File: src/rtl/etapa_mem_wb.sv
// Memory-access / write-back stage.
// Sits behind the EX/MEM register: non-memory instructions pass straight
// through to the MEM/WB bundle in one cycle; loads and stores run a req/ack
// transaction on the data memory while the upstream pipeline is held.
// Misaligned accesses and transactions that never complete set a sticky
// error flag and retire as bubbles.
module etapa_mem_wb #(
    parameter int DATA_W   = 32,
    parameter int REG_AW   = 4,
    parameter int MAX_WAIT = 15
) (
    input  logic              clk,
    input  logic              rst_n,
    input  logic [DATA_W-1:0] alu_in,
    input  logic [DATA_W-1:0] B_in,
    input  logic [REG_AW-1:0] dir_wb_in,
    input  logic              mem_wr_in,
    input  logic              sel_wb_in,
    input  logic              reg_wr_in,
    input  logic              sel_ld_in,
    output logic              stall_out,
    output logic [DATA_W-1:0] dm_addr,
    output logic [DATA_W-1:0] dm_wdata,
    output logic              dm_we,
    output logic              dm_req,
    input  logic              dm_ack,
    input  logic [DATA_W-1:0] dm_rdata,
    output logic [DATA_W-1:0] result_out,
    output logic [REG_AW-1:0] dir_wb_out,
    output logic              reg_wr_out,
    output logic              mem_err,
    input  logic              err_clr
);

    localparam logic [0:0] ST_IDLE = 1'b0;
    localparam logic [0:0] ST_WAIT = 1'b1;

    // Counter is 8 bits wide: MAX_WAIT is limited to 1..255.
    localparam logic [7:0] MAX_WAIT_C = 8'(MAX_WAIT);

    logic [0:0]        state_r;
    logic [7:0]        cnt_r;
    logic [REG_AW-1:0] dir_lat_r;
    logic              reg_wr_lat_r;
    logic              sel_wb_lat_r;

    logic access_s;
    logic misaligned_s;
    logic start_s;
    logic mis_err_s;
    logic ack_s;
    logic timeout_s;
    logic cnt_max_s;

    // Decode the incoming instruction and the transaction-ending events.
    always_comb begin
        access_s     = mem_wr_in | sel_ld_in;
        misaligned_s = (alu_in[1:0] != 2'b00);
        cnt_max_s    = (cnt_r == MAX_WAIT_C);
        start_s      = 1'b0;
        mis_err_s    = 1'b0;
        ack_s        = 1'b0;
        timeout_s    = 1'b0;
        case (state_r)
            ST_IDLE: begin
                start_s   = access_s & ~misaligned_s;
                mis_err_s = access_s & misaligned_s;
            end
            ST_WAIT: begin
                ack_s     = dm_ack;
                timeout_s = ~dm_ack & cnt_max_s;
            end
            default: begin
                start_s   = 1'b0;
                mis_err_s = 1'b0;
            end
        endcase
    end

    // Upstream hold: raised while a transaction is being launched or is
    // outstanding, released combinationally in the ack/abort cycle so the
    // EX/MEM register advances on that same edge.
    always_comb begin
        stall_out = 1'b0;
        if (!rst_n) begin
            stall_out = 1'b0;
        end else begin
            case (state_r)
                ST_IDLE: stall_out = start_s;
                ST_WAIT: stall_out = ~(dm_ack | cnt_max_s);
                default: stall_out = 1'b0;
            endcase
        end
    end

    // Transaction sequencer: state, wait counter, memory request signals and
    // the write-back fields captured at launch.
    always_ff @(posedge clk or negedge rst_n) begin
        if (!rst_n) begin
            state_r      <= ST_IDLE;
            cnt_r        <= 8'd0;
            dm_req       <= 1'b0;
            dm_we        <= 1'b0;
            dm_addr      <= '0;
            dm_wdata     <= '0;
            dir_lat_r    <= '0;
            reg_wr_lat_r <= 1'b0;
            sel_wb_lat_r <= 1'b0;
        end else begin
            case (state_r)
                ST_IDLE: begin
                    if (start_s) begin
                        dm_addr      <= alu_in;
                        dm_wdata     <= B_in;
                        dm_we        <= mem_wr_in;
                        dm_req       <= 1'b1;
                        cnt_r        <= 8'd0;
                        dir_lat_r    <= dir_wb_in;
                        reg_wr_lat_r <= reg_wr_in;
                        sel_wb_lat_r <= sel_wb_in;
                        state_r      <= ST_WAIT;
                    end
                end
                ST_WAIT: begin
                    if (ack_s || timeout_s) begin
                        dm_req  <= 1'b0;
                        dm_we   <= 1'b0;
                        state_r <= ST_IDLE;
                    end else begin
                        cnt_r <= cnt_r + 8'd1;
                    end
                end
                default: begin
                    dm_req  <= 1'b0;
                    dm_we   <= 1'b0;
                    state_r <= ST_IDLE;
                end
            endcase
        end
    end

    // MEM/WB bundle: pass-through, load/store completion, or bubble
    // (only reg_wr_out is cleared; the other fields hold).
    always_ff @(posedge clk or negedge rst_n) begin
        if (!rst_n) begin
            result_out <= '0;
            dir_wb_out <= '0;
            reg_wr_out <= 1'b0;
        end else begin
            case (state_r)
                ST_IDLE: begin
                    if (!access_s) begin
                        result_out <= alu_in;
                        dir_wb_out <= dir_wb_in;
                        reg_wr_out <= reg_wr_in;
                    end else begin
                        reg_wr_out <= 1'b0;
                    end
                end
                ST_WAIT: begin
                    if (ack_s) begin
                        result_out <= (sel_wb_lat_r && !dm_we) ? dm_rdata : dm_addr;
                        dir_wb_out <= dir_lat_r;
                        reg_wr_out <= reg_wr_lat_r;
                    end else begin
                        reg_wr_out <= 1'b0;
                    end
                end
                default: begin
                    reg_wr_out <= 1'b0;
                end
            endcase
        end
    end

    // Sticky error flag; a new error beats a simultaneous clear.
    always_ff @(posedge clk or negedge rst_n) begin
        if (!rst_n) begin
            mem_err <= 1'b0;
        end else if (mis_err_s || timeout_s) begin
            mem_err <= 1'b1;
        end else if (err_clr) begin
            mem_err <= 1'b0;
        end else begin
            mem_err <= mem_err;
        end
    end

endmodule

File: config.mk
export PLATFORM = sky130hd
export DESIGN_NAME = etapa_mem_wb
export DESIGN_NICKNAME = d
export VERILOG_FILES = /design/src/rtl/etapa_mem_wb.sv
export SDC_FILE = /design/constraint.sdc
export NUM_CORES = 1
export LEC_CHECK = 0
export CAP_MARGIN = 15
export CORE_MARGIN = 1.5
export CORE_UTILIZATION = 43
export CTS_CLUSTER_DIAMETER = 100
export DETAILED_ROUTE_END_ITERATION = 10
export GPL_TIMING_DRIVEN = 1
export HOLD_SLACK_MARGIN = 0.06
export PLACE_DENSITY = 0.8
export SLEW_MARGIN = 20
export SYNTH_ARGS = -nofsm -noshare
export SYNTH_HDL_FRONTEND = slang
export SYNTH_SLANG_ARGS = --single-unit
File: constraint.sdc
create_clock -name clk -period 2.52 [get_ports clk]
set_input_delay 0.63 -clock clk [delete_from_list [all_inputs] [get_ports clk]]
set_output_delay 0.63 -clock clk [all_outputs]
set_load 0.05 [all_outputs]
# After elaboration in Yosys (flattened, before gate mapping)
# Cells that the tools add are included.
# totals
regBits	119
out_inout_bits	105
word_cells	68
# classes
addsub	1
n_eq_ne	6
n_mux	29
bitwise	9
reduce_logical	10
# ops
operator	count
two-way mux 32 bit	3
case mux 32 bit (2 select lines)	1
two-way mux 8 bit	2
case mux 8 bit (2 select lines)	1
two-way mux 1 bit	14
case mux 1 bit (2 select lines)	5
adder 8 x 1 -> 8 bit, second input constant	1
equality test 8 x 4 -> 1 bit, second input constant	1
two-way mux 4 bit	2
case mux 4 bit (2 select lines)	1
AND reduction 2 bit	4
!= test 2 bit, second input constant	3
!= test 2 x 1 -> 1 bit, second input constant	2
NOT 1 bit	4
nonzero test 2 bit	2
bitwise AND 1 bit	3
logical OR 1 bit	2
OR 1 bit	2
logical AND 1 bit	1
logical NOT 1 bit	1

# Longest topological paths before layout
# logic_depth
word_depth	6
depth_mapped	7
depth_no_buf	5

# Worst setup path before layout
# No wires, ideal clock.
# synth_path
kind	reg-to-output
startpoint	register cnt_r[4]
endpoint	output port stall_out
arrival_time_ns	1.600
t_required_ns	1.890
slack_ns	0.290
stages_incl_launch_ff	5
n_path_buf	0
path_cell_list	dfrtp_1 > or4b_4 > nor3b_4 > a21oi_1 > and2_1
# synth_via
elab_chain_cells	5
# synth_lines
element	line_no	source
start: declaration	42	logic [7:0] cnt_r;
start signal: assignment	130	cnt_r <= cnt_r + 8'd1;
equality test 8 x 4 -> 1 bit	59	cnt_max_s = (cnt_r == MAX_WAIT_C);
OR 1 bit	90	ST_WAIT: stall_out = ~(dm_ack | cnt_max_s);
NOT 1 bit	90	
case mux 1 bit (2 select lines)	88	case (state_r)
two-way mux 1 bit	85	if (!rst_n) begin
end: declaration	21	output logic stall_out,
# Every way passes these cells.

# Worst setup path after layout
# layout_path
startpoint	register cnt_r[5]
endpoint	output port stall_out
# Same word-level chain as after synthesis.

==> summary.txt <==
Yosys
  – #FFs+latches synth: 119
  – Largest family of logic cells by synthesized area: simple AND/OR/NAND/NOR gates
  – Synth Area in Simple Gates: 0.208
  – Area of the mapped netlist: 5220 um^2
  – Number of enable flip-flop cells after synthesis: 0
  – Synth Instances: between 500 and 600
  – Adder-Cell Fraction of Synth Area: 0.00240
  – Ys async rst share: 1.00
  – Avg Cell Area, Syn: between 9 and 10 um^2
  – Synth Area in Compound Gates: 0.100
  – Post-synthesis mux area share: 0.0825
  – Post-synthesis sequential area ratio: 0.571
  – Yosys synthesis warning count: 0
  – Predominant post-synthesis flop cell: dfrtp_1
  – Synth unique cells: 37
  – Post-Syn Nets: around 660
  – XOR/XNOR share of the synthesized area: 0.00504

Place
  – Worst slack at placement: -121 ps
  – PortBufs: ~210
  – RD Place Congestion: 0.829
  – Inst Count DP: 893
  – DP HPWL: 10100 um

Power and ir drop
  – Seq pwr share: 0.320
  – Sw Pwr: 0.00312 W
  – Sw Share: 0.387
  – PD cells: 978 nW/um^2
  – Clk pwr share: 0.280
  – Static Leak: 3.76 nW
  – Peak VDD IR: 426 uV
  – Pwr Total: 0.00805 W
  – Internal: a little under 0.005 W
  – Combinational share of power: 0.400

Global routing
  – GRT Total Usage: 0.243
  – Largest net degree at the start of global routing: 120
  – Grt ovf: 0
  – Initial antenna violation count: 0
  – Vias in the first global route: 5030
  – First-pass GRT wire length: 24600 um

Cells and area
  – N_diodes: 0
  – Area Overhead vs Synth: 57.8%
  – Fin cells: 935
  – Commonest non-fill, non-tap cells in the layout: nand2_1 (210), clkdlybuf4s50_1 (210), dfrtp_1 (118)
  – Fillers: 929
  – Layout cells sized above 1: 0.128
  – Final nets: between 800 and 900

Clock tree
  – Root Buffer: clkbuf_16
  – Deepest clock path buffer count: 2
  – Post-CTS Hold Fix Bufs: 0
  – H-tree levels: 4
  – Clk Latency, worst-skew pair: approximately 400 ps
  – CTS Sinks: 119
  – Reg clk slew, reported paths: 50 ps
  – CTS tree: built
  – CTS Buf Count: 17

STA
  – Final Hold Vio Count: 0
  – Max-slew violation count: 0
  – Clock Skew: 8.48 ps
  – Part of the cycle the worst path needs: 1.02
  – Tightest Pin Transition: about 800 ps
  – Setup TNS: -62.4 ps
  – Slew HR: 0.470
  – Fin worst setup slack: -62.4 ps
  – Fmax: 0.387 GHz
  – Final Critical Period: 2580 ps
  – RSZ-0062 raised after global routing: yes
  – Final setup viols: 1
  – Hold_ws: 287 ps

Die
  – Die area: around 13000 um^2
  – Die X: 113 um
  – Die height: 113 um
  – Core Region: around 12000 um^2
  – Io pins: 213
  – Initial core utilization: 0.438
  – Row count: 40

Worst setup path
  – Critical path launch point type: register
  – Setup Crit Path Kind: register to primary output
  – Critical path peak fanout: 2
  – Crit-path cells: or4b_4 -> nor3b_4 -> a21oi_2 -> and2_4 -> buf_12
  – Critical Path RT: 1890 ps
  – Critical path's slowest cell: or4b_4
  – Worst Setup End Kind: primary output
  – Critical path arrival: 1950 ps
  – Max stage delay on crit path: 560 ps

Route
  – Iter 0 DRT Violations: 333
  – Routed Antenna Nets: 0
  – DRT Pass-1 Iters: 4
  – Total number of vias: 4869
  – Routed length per instance: 16.2 um
  – DRC: 0
  – Wirelength, routed: between 15000 and 20000 um
  – Via density: around 5.2

Status
  – Failing checks: setup timing
  – Outcome: complete, but fails checks

Job
  – Max-cap violations: 0

Min path
  – Worst min path class: input pin to async pin
[power by group through the flow]
stage	logic (W)	registers (W)	clock network, W
detailed placement	0.00319	0.00260	0
global placement	0.00314	0.00258	0
floorplan	0.000696	0.00388	0
CTS	0.00323	0.00258	0.00229
global route	0.00338	0.00263	0.00238
finish	0.00322	0.00258	0.00226
[final timing paths]
check | startpoint | end | slack (ps) | cells past startpoint
min in group clk | dir_lat_r[3] | dir_lat_r[3] | 470 | 2
worst min register to register | dir_lat_r[3] | dir_lat_r[3] | 470 | 2
worst max register to register | cnt_r[5] | cnt_r[0] | 110 | 12
max in group asynchronous | rst_n | dir_lat_r[0] | 1690 | 2
worst min-delay path | rst_n | dm_wdata[3] | 290 | 2
worst max-delay path | cnt_r[5] | stall_out | -60 | 5
[metrics by stage]
step / utilization / area (um^2)
4_1_cts: 0.691 / 8230
2_1_floorplan: - / 5220
3_3_place_gp: 0.636 / 7570
6_report: 0.691 / 8240
3_5_place_dp: 0.636 / 7570
5_1_grt: 0.691 / 8240
[Yosys cell counts, types with 2 or more instances]
cell type	n	area (um^2)
a21oi_1	39	195
a22oi_1	30	225
and2_1	3	18.8
buf_1	3	11.3
buf_2	17	85.1
clkbuf_1	14	52.6
dfrtp_1	119	2980
inv_1	2	7.51
mux2_2	31	349
mux2i_1	7	70.1
nand2_1	210	788
nand2b_1	4	25.0
nand3_1	3	15.0
nor2_1	41	154
nor2b_1	2	12.5
nor3_1	2	10.0
o21ai_0	2	10.0
o22ai_1	2	12.5
o31ai_1	2	15.0
xnor2_1	2	17.5
[registers in the layout, indices dropped and copies added (netlist names)]
signal        cells
dm_addr          32
result_out       32
state_r           1
dm_wdata         32
dm_we             1
reg_wr_lat_r      1
dm_req            1
sel_wb_lat_r      1
mem_err           1
dir_lat_r         4
dir_wb_out        4
cnt_r             8
reg_wr_out        1
[cell type report]
cell class,instances,area [um^2],share of cell area
clock buffer,23,488,0.0593
multi-input combinational,396,2110,0.256
timing repair buffer,240,2390,0.290
clock inverter,8,72.6,0.00881
sequential,119,2980,0.362
tap,147,184,0.0223
inverter,2,7.51,0.000912
[routing by layer]
metal | share of wire | wire length, um | global-route usage
met5 | 0 | 0 | 0
met4 | 0.024 | 368 | 0.103
met3 | 0.073 | 1110 | 0.0611
met2 | 0.50 | 7650 | 0.421
met1 | 0.40 | 6030 | 0.289
[critical path, delay by kind of cell, from the launching register on]
kind / cells / cell delay [ps]
buffers and inverters: 1 / 140
AOI/OAI and AO/OA: 1 / 70
and+or+nand+nor: 3 / 960
DFF: 1 / 380
[what timing repair did]
| item | 4_1_cts | 5_1_grt |
|---|---|---|
| endpoints found under the setup margin | 1 | 4 |
| buffers inserted | 11 | 1 |
| gates resized for setup | 5 | 1 |
| pin swaps | 3 | 1 |
[cell families (layout without fill, tap and decap cells)]
group | count (synthesis) | in the layout
buffers and inverters | 37 | 273
flip-flops | 119 | 119
AND/OR/NAND/NOR | 271 | 271
XOR/XNOR | 3 | 3
multiplexers | 39 | 39
AO/OA/AOI/OAI | 82 | 82
adder cells (fa/ha/maj) | 1 | 1
(Power assumes the default switching activity.)
